`config.mk`:
```
export PLATFORM = sky130hd
export DESIGN_NAME = clb_param_flat
export DESIGN_NICKNAME = d
export VERILOG_FILES = /design/src/rtl/clb_param_if.sv /design/src/rtl/clb_param.sv /design/src/flat_wrapper.sv
export SDC_FILE = /design/constraint.sdc
export NUM_CORES = 1
export LEC_CHECK = 0
export ABC_CLOCK_PERIOD_IN_PS = 2200
export BUFFER_PORTS_ARGS = -buffer_cell sky130_fd_sc_hd__clkbuf_2
export CAP_MARGIN = 25
export CORE_AREA = 2 2 80 82
export DETAILED_ROUTE_END_ITERATION = 8
export DIE_AREA = 0 0 82 84
export RECOVER_POWER = 100
export SYNTH_ARGS = -nofsm -noshare
export SYNTH_HDL_FRONTEND = slang
export SYNTH_SLANG_ARGS = --single-unit
```
`constraint.sdc`:
```
create_clock -name K -period 2.2 [get_ports K]
set_clock_uncertainty 0.05 [all_clocks]
set_input_delay 0.44 -clock K [delete_from_list [all_inputs] [get_ports K]]
set_output_delay 0.44 -clock K [all_outputs]
set_load 0.01 [all_outputs]
```
`src/rtl/clb_param_if.sv`:
```
// clb_param_if: signal bundle between a configurable logic block and its driver.
//
// Signals:
//   I        LUT inputs, LUT_K bits per BLE (BLE i uses I[i*LUT_K +: LUT_K])
//   CFG_EN   shift-enable for the serial configuration chain
//   CFG_DIN  serial configuration data in
//   CFG_DOUT serial configuration data out (tail of the chain, for daisy-chaining)
//   CFG_DONE high while the block holds a complete configuration
//   X        BLE outputs
//   state    debug view of the configuration FSM state
//
// Handshake: there is no valid/ready pair. CFG_EN is the sole qualifier: every
// rising clock edge with CFG_EN=1 consumes exactly one CFG_DIN bit, and the
// block can always accept it (no back-pressure). CFG_EN=0 means no transfer.
//
// Modports: master drives I/CFG_EN/CFG_DIN; slave (the CLB) drives the rest.
interface clb_param_if #(
  parameter int N_BLE = 2,
  parameter int LUT_K = 4
);
  logic [N_BLE*LUT_K-1:0] I;
  logic                   CFG_EN;
  logic                   CFG_DIN;
  logic                   CFG_DOUT;
  logic                   CFG_DONE;
  logic [N_BLE-1:0]       X;
  logic [1:0]             state;

  modport master (
    output I, CFG_EN, CFG_DIN,
    input  CFG_DOUT, CFG_DONE, X, state
  );

  modport slave (
    input  I, CFG_EN, CFG_DIN,
    output CFG_DOUT, CFG_DONE, X, state
  );
endinterface

```
`src/rtl/clb_param.sv`:
```
// clb_param: parametrised configurable logic block with N_BLE basic logic
// elements. Each BLE has a LUT_K-input LUT, a state bit Q and an output mux.
// Configuration is loaded serially through a shift chain clocked by K.
//
// Ports:
//   K     clock, all state updates on the rising edge
//   RSTN  asynchronous active-low reset
//   bus   clb_param_if.slave (I, CFG_EN, CFG_DIN in; CFG_DOUT, CFG_DONE, X,
//         state out)
//
// Per-BLE config field (BLE i at base b = i*W, LSB first):
//   [b +: 2^LUT_K] LUT contents, then OUTSEL, FBSEL, INIT, LATCH.
//
// Optional feature macro: CLB_LATCH_EN. When defined, a BLE whose LATCH bit is
// set uses a level-sensitive Q (transparent while K=1 and configured). When
// undefined, the LATCH bit keeps its slot in the bitstream but is ignored.
module clb_param #(
  parameter int N_BLE = 2,
  parameter int LUT_K = 4
) (
  input  logic        K,
  input  logic        RSTN,
  clb_param_if.slave  bus
);
  localparam int LUT_N      = 1 << LUT_K;
  localparam int W          = LUT_N + 4;
  localparam int CFG_BITS   = N_BLE * W;
  localparam int CW         = $clog2(CFG_BITS + 1);
  localparam int OFS_OUTSEL = LUT_N;
  localparam int OFS_FBSEL  = LUT_N + 1;
  localparam int OFS_INIT   = LUT_N + 2;
`ifdef CLB_LATCH_EN
  localparam int OFS_LATCH  = LUT_N + 3;
`endif

  typedef enum logic [1:0] {
    UNCFG      = 2'd0,
    LOADING    = 2'd1,
    CONFIGURED = 2'd2
  } state_t;

  state_t              state;
  logic [CFG_BITS-1:0] cfg_sr;
  logic [CFG_BITS-1:0] sr_next;
  logic [CW-1:0]       count;
  logic [N_BLE-1:0]    q;
  logic [N_BLE-1:0]    lut;
  logic [N_BLE-1:0]    q_eff;
  logic [N_BLE-1:0]    init_next;

  assign sr_next = {bus.CFG_DIN, cfg_sr[CFG_BITS-1:1]};

  // INIT bits as they will be after the current shift, so the final load edge
  // can seed Q from the freshly completed configuration.
  always_comb begin
    init_next = '0;
    for (int i = 0; i < N_BLE; i++) begin
      init_next[i] = sr_next[i*W + OFS_INIT];
    end
  end

  // LUT read. FBSEL swaps the top LUT input for the BLE's own Q.
  always_comb begin
    logic [LUT_K-1:0] idx;
    logic [LUT_N-1:0] tbl;
    lut = '0;
    idx = '0;
    tbl = '0;
    for (int i = 0; i < N_BLE; i++) begin
      tbl = cfg_sr[i*W +: LUT_N];
      idx = bus.I[i*LUT_K +: LUT_K];
      if (cfg_sr[i*W + OFS_FBSEL]) begin
        idx[LUT_K-1] = q[i];
      end
      lut[i] = tbl[idx];
    end
  end

  always_ff @(posedge K or negedge RSTN) begin
    if (!RSTN) begin
      state  <= UNCFG;
      cfg_sr <= '0;
      count  <= '0;
      q      <= '0;
    end else if (bus.CFG_EN) begin
      cfg_sr <= sr_next;
      case (state)
        UNCFG: begin
          state <= LOADING;
          count <= CW'(1);
        end
        LOADING: begin
          if (count == CW'(CFG_BITS - 1)) begin
            state <= CONFIGURED;
            count <= CW'(CFG_BITS);
            q     <= init_next;
          end else begin
            count <= count + CW'(1);
          end
        end
        CONFIGURED: begin
          // Reconfiguration: this edge is already the first shift of a new load.
          state <= LOADING;
          count <= CW'(1);
        end
        default: begin
          state <= UNCFG;
          count <= '0;
        end
      endcase
    end else if (state == CONFIGURED) begin
      q <= lut;
    end
  end

`ifdef CLB_LATCH_EN
  logic [N_BLE-1:0] q_lat;

  always_latch begin
    if (!RSTN) begin
      q_lat = '0;
    end else if (K && state == CONFIGURED) begin
      q_lat = lut;
    end
  end

  always_comb begin
    q_eff = q;
    for (int i = 0; i < N_BLE; i++) begin
      if (cfg_sr[i*W + OFS_LATCH]) begin
        q_eff[i] = q_lat[i];
      end
    end
  end
`else
  assign q_eff = q;
`endif

  always_comb begin
    bus.X = '0;
    if (state == CONFIGURED) begin
      for (int i = 0; i < N_BLE; i++) begin
        bus.X[i] = cfg_sr[i*W + OFS_OUTSEL] ? q_eff[i] : lut[i];
      end
    end
  end

  assign bus.CFG_DONE = (state == CONFIGURED);
  assign bus.CFG_DOUT = cfg_sr[0];
  assign bus.state    = state;
endmodule

```
`src/flat_wrapper.sv`:
```
// flat-port wrapper written by rule: the top's interface ports become plain ports
module clb_param_flat 
#(
  parameter int N_BLE = 2,
  parameter int LUT_K = 4
)
  (K, RSTN, bus_I, bus_CFG_EN, bus_CFG_DIN, bus_CFG_DOUT, bus_CFG_DONE, bus_X, bus_state);
  clb_param_if #(.N_BLE(N_BLE), .LUT_K(LUT_K)) bus_i ();
  input  logic K;
  input  logic RSTN;
  input wire logic [$bits(bus_i.I)-1:0] bus_I;
  input wire logic [$bits(bus_i.CFG_EN)-1:0] bus_CFG_EN;
  input wire logic [$bits(bus_i.CFG_DIN)-1:0] bus_CFG_DIN;
  output wire logic [$bits(bus_i.CFG_DOUT)-1:0] bus_CFG_DOUT;
  output wire logic [$bits(bus_i.CFG_DONE)-1:0] bus_CFG_DONE;
  output wire logic [$bits(bus_i.X)-1:0] bus_X;
  output wire logic [$bits(bus_i.state)-1:0] bus_state;
  assign bus_i.I = bus_I;
  assign bus_i.CFG_EN = bus_CFG_EN;
  assign bus_i.CFG_DIN = bus_CFG_DIN;
  assign bus_CFG_DOUT = bus_i.CFG_DOUT;
  assign bus_CFG_DONE = bus_i.CFG_DONE;
  assign bus_X = bus_i.X;
  assign bus_state = bus_i.state;
  clb_param #(.N_BLE(N_BLE), .LUT_K(LUT_K)) u_core (.K(K), .RSTN(RSTN), .bus(bus_i));
endmodule
```
==> results of run 1 <==
## timing repair
item,CTS,global route
buffers inserted,10,0
hold buffers,0,0
endpoints found under the setup margin,2,2
pin swaps,3,0
endpoints found under the hold margin,0,0
resized for setup,10,0
## per-layer routing
layer / track usage, % / routed length (um) / share of wire (%) / vias up
met5: 0 / 0 / 0 / -
met4: 4.55 / 71 / 1.7 / 0
met3: 4.11 / 145 / 3.5 / 6
met2: 19.9 / 1930 / 47 / 21
met1: 18.7 / 1980 / 48 / 759
li1: - / - / - / 705
## state kept, by name (all words and copies together), names as in the netlist
signal	count
u_core.count	6
u_core.cfg_sr	40
u_core.q	2
u_core.bus.state	2
## synthesized netlist by cell type (all sizes together), types with 3 or more instances
cell   number
mux4        8
mux2       42
nand2      10
a21oi       4
nor3        5
nor2        5
buf         5
inv         7
nand3       3
o21ai       9
dfrtp      50
o22ai       4
mux2i       5
## worst paths after layout
kind / from / endpoint / cells past startpoint
max in group asynchronous: RSTN / u_core.cfg_sr[12]$_DFFE_PN0P_ / 2
min in group K: bus_CFG_DIN / u_core.cfg_sr[39]$_DFFE_PN0P_ / 2
max: u_core.cfg_sr[34]$_DFFE_PN0P_ / bus_X[1] / 5
max reg2reg: u_core.cfg_sr[15]$_DFFE_PN0P_ / u_core.q[0]$_DFFE_PN0P_ / 5
min reg2reg: u_core.cfg_sr[18]$_DFFE_PN0P_ / u_core.cfg_sr[18]$_DFFE_PN0P_ / 1
min: RSTN / u_core.cfg_sr[35]$_DFFE_PN0P_ / 1
## logic make-up after synthesis
group           count (synthesis)  synth area share [%]
compound gates                 24                  6.33
flops                          50                  53.6
fa+ha+maj                       1                 0.536
mux                            55                  31.4
buf+inv                        13                  2.15
simple gates                   29                  5.90
## metrics by stage
stage | power (mW) | setup TNS (ns) | utilization (%) | setup WS, ns
2_1_floorplan | 1.98 | 0 | - | 0.262
3_3_place_gp | 2.16 | -0.0525 | 41.5 | -0.0273
3_5_place_dp | 2.19 | -0.0897 | 41.5 | -0.0491
4_1_cts | 2.86 | -0.117 | 44.4 | -0.0758
5_1_grt | 3.01 | -0.251 | 43.9 | -0.142
6_report | 2.81 | -0.107 | 43.9 | -0.0712
## final cells by class
cell class / instances / area share, %
inverters: 7 / 0.981
repair buffers: 31 / 6.45
multi-input cells: 109 / 38.8
clock inverters: 1 / 0.187
flip-flops and latches: 50 / 46.7
clock buffers: 7 / 3.22
well taps: 77 / 3.60
## power by group
group	switching, mW	internal, mW	total, mW
clock network	0.287	0.254	0.541
registers	0.246	1.22	1.47
logic	0.299	0.498	0.797
==> out/results.env, run 1 <==
FINAL_AREA_UM2=2680
SLEW_VIOLATIONS=0
TIMING_WORST_SLEW_PIN_VALUE_NS=1.17
FINAL_COMMON_CELL='sky130_fd_sc_hd__dfrtp_1'
CRITICAL_PATH_CLASS='reg -> out'
YOSYS_WARNINGS=0
PERIOD_SHARE_PCT=103
POWER_DENSITY_nW_PER_UM2=1050
GROUTE.USAGE.OVERALL_PCT=13.5
GRT_PASS1_WL_MM=7.02
MAXSLEWHEADROOM_PCT=21.8
FINALHOLDVIOLATIONS=0
ASYNC_FLOP_SHARE_PCT=100
DP.FINAL_HPWL_MM=2.86
GRT_PASS1_VIAS=1456
DR.PASS1.ITERS=4
DETAIL_ROUTE.WL_PER_CELL_UM=14.6
ROW_COUNT=29
HTREEDEPTH=2
VIA_PER_INST=5.29
SYNTH_TOP_CELL_AREA_SHARE_PCT=53.6
DRT_ITER0_DRC=86
INSTANCES_NO_FILL=282
GP_ROUTABILITY_CONGESTION=0.747
NUM-FILL-CELLS=561
HOLD_PATH.CLASS='in -> async'
LAYOUT.AREA.SEQ_UM2=1250
DESIGN.DIE.AREA_UM2=6890
SYN-INSTANCE-COUNT=172
CLOCK_PERIOD_MINUS_FINAL_WORST_SETUP_SLACK_NS=2.27
POST-ROUTE-DRC-COUNT=0
POST-ROUTE-WORST-SETUP-SLACK_NS=-0.0712
CLOCKBUFFERDEPTH=2
GRT.OVERFLOW.TOTAL=0
POSTSYNTHAREAPERCELL_UM2=13.6
CLK-INSERTION-DELAY-LATE_NS=0.30
MULTI_INPUT_COMB_AREA_UM2=1040
LAYOUT.CELLS.MOST_COMMON_LIST='sky130_fd_sc_hd__dfrtp_1, sky130_fd_sc_hd__mux2_2, sky130_fd_sc_hd__clkbuf_2'
RRSETUPSLACK_NS=0.45
FAILING_CHECKS='negative setup slack'
YS.FLOP_TYPE='sky130_fd_sc_hd__dfrtp_1'
TIMING.CRITICAL_PATH.BUF_INV=1
SETUP.WORST_PATH.START_CLASS='flop'
DRT.ANTENNA.VIOLATING_NETS=0
SETUP_VIOL=2
YOSYSSEQAREASHARE_PCT=53.6
CTS.REPORTEDPATHS.CLKPINSLEW_NS=0.09
SYN-NUM-NETS=185
COUNT_OF_PORT_BUFFERS_ADDED_DURING_PLACEMENT=17
CP.REQUIRED_NS=1.71
START_UTIL_PCT=38.3
CPMAXSTAGEDELAYCELL='sky130_fd_sc_hd__mux4_2'
NUMCTSBUFFERS=5
DIEHEIGHT_UM=84
ENDPOINT_CLASS_OF_THE_CRITICAL_PATH='output port'
CELL_AREA_SYNTH_UM2=2330
CELL_FAMILY_WITH_MOST_CP_DELAY='multiplexers'
CTS_TREE='built'
SYNTH-EDFF-COUNT=0
CORE-AREA_UM2=6100
ANTENNA_FOUND_INITIAL=0
HOLD_SLACK_NS=0.294
TIMING.CRITICAL_PATH.FANOUT_MAX=3
MAX_CAPACITANCE_VIOLATION_COUNT=0
SYNTH.AREA.TOP_CELLS='sky130_fd_sc_hd__dfrtp_1, sky130_fd_sc_hd__mux2_2, sky130_fd_sc_hd__mux4_1, sky130_fd_sc_hd__mux2i_1, sky130_fd_sc_hd__o21ai_0'
CRITICAL_PATH.MAX_STAGE_DELAY_NS=0.47
YS_FF_LATCH=50
LAYOUT.NETS=217
VDD_DROP_MAX_mV=0.312
POSTPLACECELLAREA_UM2=2530
SYNTH_TOP_CELL_BY_AREA='sky130_fd_sc_hd__dfrtp_1'
CLOCK-ROOT-BUFFER='sky130_fd_sc_hd__clkbuf_8'
NETLIST-CELL-TYPE-COUNT=26
CRITICAL_PATH_ARRIVAL_NS=1.78
UNREPAIRED_SETUP_ENDPOINTS_AFTER_GLOBAL_ROUTING='yes'
VIA_COUNT=1491
TIMING.CRITICAL_PATH.CELLS='mux4_2 > mux2_4 > nor3_2 > nor3_1 > clkbuf_2'
GRT_START_MAX_NET_PINS=28
DIEWIDTH_UM=82
BOUNDARYPINS=18
NUMPLACEDINSTANCES=264
CLOCK_SINK_COUNT=50
MAX_FREQ_MHz=440
SYN_TO_FINAL_GROWTH_PCT=14.8
COUNT_OF_INSERTED_ANTENNA_DIODE_CELLS=0
OUTCOME='finished with violations'
WL_MM=4.12
P_LEAK_nW=1.25
DRIVE_GT1_SHARE_PCT=40.0
Note: power is estimated with default switching activity, not from simulation.
==> run 2: changes to the inputs <==
--- a/config.mk
+++ b/config.mk
@@ -5,7 +5,7 @@
 export SDC_FILE = /design/constraint.sdc
 export NUM_CORES = 1
 export LEC_CHECK = 0
-export ABC_CLOCK_PERIOD_IN_PS = 2200
+export ABC_CLOCK_PERIOD_IN_PS = 2600
 export BUFFER_PORTS_ARGS = -buffer_cell sky130_fd_sc_hd__clkbuf_2
 export CAP_MARGIN = 25
 export CORE_AREA = 2 2 80 82
==> constraint.sdc (replaced) <==
create_clock -name K -period 2.6 [get_ports K]
set_clock_uncertainty 0.05 [all_clocks]
set_input_delay 0.52 -clock K [delete_from_list [all_inputs] [get_ports K]]
set_output_delay 0.52 -clock K [all_outputs]
set_load 0.01 [all_outputs]
==> out/results.env, run 2 (synthesized netlist as in run 1, its figures left out) <==
OUTCOME='finished clean'
LAYOUT.NETS=206  # -5.1%
CLK-INSERTION-DELAY-LATE_NS=0.30  # about the same
HOLD_PATH.CLASS='in -> reg'
GP_ROUTABILITY_CONGESTION=0.746  # -0.20%
POWER_DENSITY_nW_PER_UM2=869  # -17%
TIMING.CRITICAL_PATH.FANOUT_MAX=4  # +1
CLOCK-ROOT-BUFFER='sky130_fd_sc_hd__clkbuf_8'
TOTALNEGATIVESETUPSLACK_NS=0  # +0.107 ns
DESIGN.DIE.AREA_UM2=6890  # unchanged
NUMPLACEDINSTANCES=263  # -0.38%
FINAL_AREA_UM2=2570  # -3.9%
CTS_TREE='built'
DR.PASS1.ITERS=4  # unchanged
POWER.NET_SWITCHING_mW=0.661  # -21%
CORE-AREA_UM2=6100  # unchanged
CTS.REPORTEDPATHS.CLKPINSLEW_NS=0.08  # about the same
DIEHEIGHT_UM=84  # unchanged
DRIVE_GT1_SHARE_PCT=31.6  # -8.4 points
GLOBALROUTE.BUSIESTLAYER='met2'
POST-ROUTE-UTIL_PCT=42.2  # -1.7 points
CLOCK_SINK_COUNT=50  # unchanged
NUM-FILL-CELLS=577  # +2.9%
TOP_REGISTER='u_core.cfg_sr'
POST-ROUTE-DRC-COUNT=0  # unchanged
MAXSLEWHEADROOM_PCT=18.7  # -3.1 points
POSTCTSHOLDBUFS=0  # unchanged
VDD_DROP_MAX_mV=0.259  # -17%
START_UTIL_PCT=38.3  # unchanged
MAX_FREQ_MHz=418
FINALHOLDVIOLATIONS=0  # unchanged
CP.REQUIRED_NS=2.03  # +0.32 ns
TOP_REGS='u_core.cfg_sr x40, u_core.count x6'
POWER.CLOCK.FRACTION_PCT=18.8  # -0.5 points
DRT.ANTENNA.VIOLATING_NETS=0  # unchanged
ROW_COUNT=29  # unchanged
CLOCK_PERIOD_MINUS_FINAL_WORST_SETUP_SLACK_NS=2.39
UNREPAIRED_SETUP_ENDPOINTS_AFTER_GLOBAL_ROUTING='no'
SLEW_VIOLATIONS=0  # unchanged
ANTENNA_FOUND_INITIAL=0  # unchanged
P_LEAK_nW=1.19  # -4.5%
INSTANCES_NO_FILL=270  # -4.3%
GRT_PASS1_WL_MM=6.85  # -2.4%
INTERNAL-POWER_mW=1.57  # -20%
CRITICAL_PATH_CLASS='in -> out'
VIA_PER_INST=5.25  # -0.74%
NUMCTSBUFFERS=5  # unchanged
CRITICAL_PATH_ARRIVAL_NS=1.82  # +0.04 ns
POWER.SHARE.SEQUENTIAL_PCT=55.5  # +3.1 points
SETUP.WORST_PATH.START_CLASS='input pin'
PERIOD_SHARE_PCT=91.9
POWER.SHARE.SWITCHING_PCT=29.6  # -0.033 points
MAX_CAPACITANCE_VIOLATION_COUNT=0  # unchanged
LAYOUT.CELLS.MOST_COMMON_LIST='sky130_fd_sc_hd__dfrtp_1, sky130_fd_sc_hd__mux2_2, sky130_fd_sc_hd__clkbuf_2'
POST_CTS_BUFFERS=0  # -10
SYN_TO_FINAL_GROWTH_PCT=10.3
GROUTE.USAGE.OVERALL_PCT=13.0  # -0.49 points
VIA_COUNT=1417  # -5.0%
USE_MET3_PCT=3.90  # -0.22 points
BOUNDARYPINS=18  # unchanged
POSTPLACECELLAREA_UM2=2510  # -0.79%
GRTUSAGEMET2_PCT=20.0  # +0.15 points
DIEWIDTH_UM=82  # unchanged
DETAIL_ROUTE.WL_PER_CELL_UM=14.1  # -3.9%
GRT_START_MAX_NET_PINS=51  # +82%
HTREEDEPTH=2  # unchanged
GRT_PASS1_VIAS=1438  # -1.2%
SETUP_VIOL=0  # -2
GROUTE.LAYER.MET1.USAGE_PCT=17.2  # -1.6 points
CLOCKBUFFERDEPTH=2  # unchanged
COUNT_OF_PORT_BUFFERS_ADDED_DURING_PLACEMENT=17  # unchanged
LARGEST_REG_FLOPS=40  # unchanged
CTS_RESIZED=0  # -10
GRT.OVERFLOW.TOTAL=0  # unchanged
TIMING_WORST_SLEW_PIN_VALUE_NS=1.22  # +0.0469 ns
COUNT_OF_INSERTED_ANTENNA_DIODE_CELLS=0  # unchanged
FINAL_COMMON_CELL='sky130_fd_sc_hd__dfrtp_1'
DP.FINAL_HPWL_MM=2.69  # -5.9%
PWR-SHARE-COMB_PCT=25.7  # -2.7 points
WL_MM=3.79  # -8.0%
ENDPOINT_CLASS_OF_THE_CRITICAL_PATH='output port'
DRT_ITER0_DRC=45  # -48%
[run 2: final timing paths]
check,depth (start not counted),slack [ns],from,end
min in group asynchronous,2,0.49,RSTN,u_core.cfg_sr[34]$_DFFE_PN0P_
hold reg to reg,1,0.46,u_core.cfg_sr[38]$_DFFE_PN0P_,u_core.cfg_sr[38]$_DFFE_PN0P_
max in group asynchronous,2,1.26,RSTN,u_core.cfg_sr[6]$_DFFE_PN0P_
hold / removal,2,0.42,bus_CFG_DIN,u_core.cfg_sr[39]$_DFFE_PN0P_
setup / recovery,6,0.21,bus_I[5],bus_X[1]
setup reg to reg,5,0.95,u_core.count[0]$_DFFE_PN0P_,u_core.count[0]$_DFFE_PN0P_
[run 2: metrics by stage]
stage	hold WS, ns	total power [mW]	worst slack (ns)
6_report	0.419	2.23	0.210
5_1_grt	0.409	2.42	0.104
3_3_place_gp	0.440	1.83	0.216
2_1_floorplan	0.174	1.68	0.502
4_1_cts	0.305	2.27	0.197
3_5_place_dp	0.442	1.84	0.195
[run 2: per-layer routing]
metal / vias to the layer above / routed length, um
met2: 16 / 1810
met5: - / 0
met4: 0 / 68
met1: 701 / 1790
met3: 7 / 123
li1: 693 / -
[run 2: power groups by stage]
stage               sequential [mW]  clock (mW)  combinational [mW]
global route                   1.29       0.472               0.653
finish                         1.24       0.421               0.573
detailed placement             1.26           0               0.582
global placement               1.26           0               0.568
floorplan                      1.19           0               0.491
CTS                            1.25       0.439               0.586
[run 2: worst max-delay path, stage by stage]
cell	delay, ns
sky130_fd_sc_hd__clkbuf_2	0.13
sky130_fd_sc_hd__mux4_1	0.54
sky130_fd_sc_hd__mux2_2	0.29
sky130_fd_sc_hd__nor3_1	0.13
sky130_fd_sc_hd__nor3_1	0.08
sky130_fd_sc_hd__clkbuf_1	0.13
[run 2: layout make-up]
cell class / count / area, um2 / share of cell area (%)
tap: 77 / 96.3 / 3.75
sequential: 50 / 1250 / 48.6
multi-input combinational: 109 / 1030 / 40.1
clock buffer: 7 / 76.3 / 2.97
timing repair buffer: 20 / 91.3 / 3.55
inverter: 7 / 26.3 / 1.02
==> run 3: changes to the inputs <==
--- a/config.mk
+++ b/config.mk
@@ -9,8 +9,10 @@
 export BUFFER_PORTS_ARGS = -buffer_cell sky130_fd_sc_hd__clkbuf_2
 export CAP_MARGIN = 25
 export CORE_AREA = 2 2 80 82
+export CTS_BUF_LIST = sky130_fd_sc_hd__clkbuf_2 sky130_fd_sc_hd__clkbuf_4 sky130_fd_sc_hd__clkbuf_8
 export DETAILED_ROUTE_END_ITERATION = 8
 export DIE_AREA = 0 0 82 84
+export PLACE_DENSITY_LB_ADDON = 0.2
 export RECOVER_POWER = 100
 export SYNTH_ARGS = -nofsm -noshare
 export SYNTH_HDL_FRONTEND = slang
==> out/results.env, run 3 (synthesized netlist as in run 1, its figures left out) <==
SYN_TO_FINAL_GROWTH_PCT=12.9
PERIOD_SHARE_PCT=93.5  # +1.6 points
LARGEST_REG_FLOPS=40  # unchanged
CTS.REPORTEDPATHS.CLKPINSLEW_NS=0.09  # about the same
TIMING.CRITICAL_PATH.FANOUT_MAX=4  # unchanged
NUMCTSBUFFERS=5  # unchanged
TIMING.CRITICAL_PATH.BUF_INV=2  # unchanged
GRT.OVERFLOW.TOTAL=0  # unchanged
POST_CTS_BUFFERS=0  # unchanged
TOP_REGISTER='u_core.cfg_sr'
DRT.ANTENNA.VIOLATING_NETS=0  # unchanged
MET3WIRELENGTH_UM=126  # +2.4%
CPMAXSTAGEDELAYCELL='sky130_fd_sc_hd__mux4_1'
VIA_PER_INST=5.32  # +1.4%
TOP_REGS='u_core.cfg_sr x40, u_core.count x6'
POST-ROUTE-DRC-COUNT=0  # unchanged
DIEWIDTH_UM=82  # unchanged
CELL_FAMILY_WITH_MOST_CP_DELAY='multiplexers'
GROUTE.USAGE.OVERALL_PCT=13.4  # +0.46 points
FINALHOLDVIOLATIONS=0  # unchanged
TIMING.CRITICAL_PATH.MODE_CELL='sky130_fd_sc_hd__nor3_1'
POWER_DENSITY_nW_PER_UM2=948  # +9.1%
POST-ROUTE-WORST-SETUP-SLACK_NS=0.169  # -0.0411 ns
CORE-AREA_UM2=6100  # unchanged
TOTALNEGATIVESETUPSLACK_NS=0  # unchanged
BOUNDARYPINS=18  # unchanged
MAX_FREQ_MHz=411  # -1.7%
SETUP_SLACK_AT_PLACEMENT_NS=0.165  # -0.0308 ns
SETUP_VIOL=0  # unchanged
NUM-FILL-CELLS=558  # -3.3%
GP_ROUTABILITY_CONGESTION=0.753  # +0.93%
CRITICAL_PATH_ARRIVAL_NS=1.86  # +0.04 ns
FINAL_AREA_UM2=2630  # +2.4%
DR.PASS1.ITERS=4  # unchanged
DIEHEIGHT_UM=84  # unchanged
CLOCK-ROOT-BUFFER='sky130_fd_sc_hd__clkbuf_8'
CLOCKBUFFERDEPTH=2  # unchanged
FINAL_COMMON_CELL='sky130_fd_sc_hd__dfrtp_1'
VIA_COUNT=1437  # +1.4%
POSTCTSHOLDBUFS=0  # unchanged
DRT_ITER0_DRC=75  # +67%
LAYOUT.NETS=205  # -0.49%
UNREPAIRED_SETUP_ENDPOINTS_AFTER_GLOBAL_ROUTING='no'
DRIVE_GT1_SHARE_PCT=32.6  # +1.0 points
HOLD_PATH.CLASS='in -> async'
SETUP.WORST_PATH.START_CLASS='input pin'
DP.FINAL_HPWL_MM=2.99  # +11%
CTS_RESIZED=0  # unchanged
TIMING.CRITICAL_PATH.CELLS='clkbuf_2 > mux4_1 > mux2_2 > nor3_1 > nor3_1 > clkbuf_1'
P_LEAK_nW=1.22  # +2.4%
CP.REQUIRED_NS=2.03  # about the same
COUNT_OF_PORT_BUFFERS_ADDED_DURING_PLACEMENT=17  # unchanged
ROW_COUNT=29  # unchanged
POSTPLACECELLAREA_UM2=2520  # +0.20%
MET2WIRELENGTH_MM=2.11  # +17%
CLOCK_PERIOD_MINUS_FINAL_WORST_SETUP_SLACK_NS=2.43  # +0.0411 ns
HTREEDEPTH=2  # unchanged
TIMING_WORST_SLEW_PIN_VALUE_NS=1.12  # -0.102 ns
LAYOUT.CELLS.MOST_COMMON_LIST='sky130_fd_sc_hd__dfrtp_1, sky130_fd_sc_hd__mux2_2, sky130_fd_sc_hd__clkbuf_2'
OUTCOME='finished clean'
CTS_TREE='built'
ENDPOINT_CLASS_OF_THE_CRITICAL_PATH='output port'
GRT_START_MAX_NET_PINS=42  # -18%
COUNT_OF_INSERTED_ANTENNA_DIODE_CELLS=0  # unchanged
CLK-INSERTION-DELAY-LATE_NS=0.29  # about the same
VDD_DROP_MAX_mV=0.304  # +18%
DRT-MET1-WL_MM=1.84  # +2.6%
SLEW_VIOLATIONS=0  # unchanged
GRT_PASS1_WL_MM=7.13  # +4.0%
WL_MM=4.13  # +8.8%
CRITICAL_PATH_CLASS='in -> out'
MAX_CAPACITANCE_VIOLATION_COUNT=0  # unchanged
DESIGN.DIE.AREA_UM2=6890  # unchanged
CLOCK_SINK_COUNT=50  # unchanged
GRT_PASS1_VIAS=1538  # +7.0%
ROUTE.TOP_LAYER_USED='met4'
START_UTIL_PCT=38.3  # unchanged
NUMPLACEDINSTANCES=262  # -0.38%
INSTANCES_NO_FILL=270  # unchanged
CRITICAL_PATH.MAX_STAGE_DELAY_NS=0.56  # +0.02 ns
ANTENNA_FOUND_INITIAL=0  # unchanged
DETAIL_ROUTE.WL_PER_CELL_UM=15.3  # +8.8%
MAXSLEWHEADROOM_PCT=25.5  # +6.8 points
-- run 3: cell type report --
| class | count | area (um2) | share of cell area [%] |
|---|---|---|---|
| inverters | 7 | 26.3 | 0.998 |
| repair buffers | 19 | 86.3 | 3.28 |
| clock buffers | 6 | 82.6 | 3.14 |
| multi-input cells | 109 | 1030 | 39.1 |
| flip-flops and latches | 50 | 1250 | 47.5 |
| well taps | 77 | 96.3 | 3.66 |
| clock inverters | 2 | 60.1 | 2.28 |
-- run 3: metal layers --
metal | GRT usage (%) | up-vias
met5 | 0 | -
met4 | 4.09 | 0
met3 | 3.57 | 5
met2 | 22.0 | 18
met1 | 17.2 | 730
li1 | - | 684
-- run 3: path summary, 6_finish.rpt --
| kind | startpoint | end | slack (ns) | cells after the start |
|---|---|---|---|---|
| max | bus_I[0] | bus_X[0] | 0.17 | 6 |
| min | RSTN | u_core.cfg_sr[38]$_DFFE_PN0P_ | 0.36 | 1 |
| max reg2reg | u_core.cfg_sr[9]$_DFFE_PN0P_ | u_core.q[0]$_DFFE_PN0P_ | 0.86 | 4 |
| min reg2reg | u_core.cfg_sr[38]$_DFFE_PN0P_ | u_core.cfg_sr[37]$_DFFE_PN0P_ | 0.46 | 1 |
| max in group asynchronous | RSTN | u_core.cfg_sr[0]$_DFFE_PN0P_ | 0.82 | 2 |
| min in group K | bus_CFG_DIN | u_core.cfg_sr[39]$_DFFE_PN0P_ | 0.41 | 2 |
-- run 3: power breakdown --
group          internal, mW  switching, mW
Clock                 0.410          0.247
Sequential             1.04          0.214
Combinational         0.352          0.238
Total                  1.80          0.698
-- run 3: per-stage QoR --
| stage | hold WS (ns) | utilization, % | total power, mW |
|---|---|---|---|
| after floorplan | 0.174 | - | 1.68 |
| after global placement | 0.435 | 41.3 | 1.81 |
| after detailed placement | 0.440 | 41.3 | 1.86 |
| after CTS | 0.143 | 43.6 | 2.53 |
| after global routing | 0.405 | 43.2 | 2.66 |
| final | 0.361 | 43.2 | 2.50 |
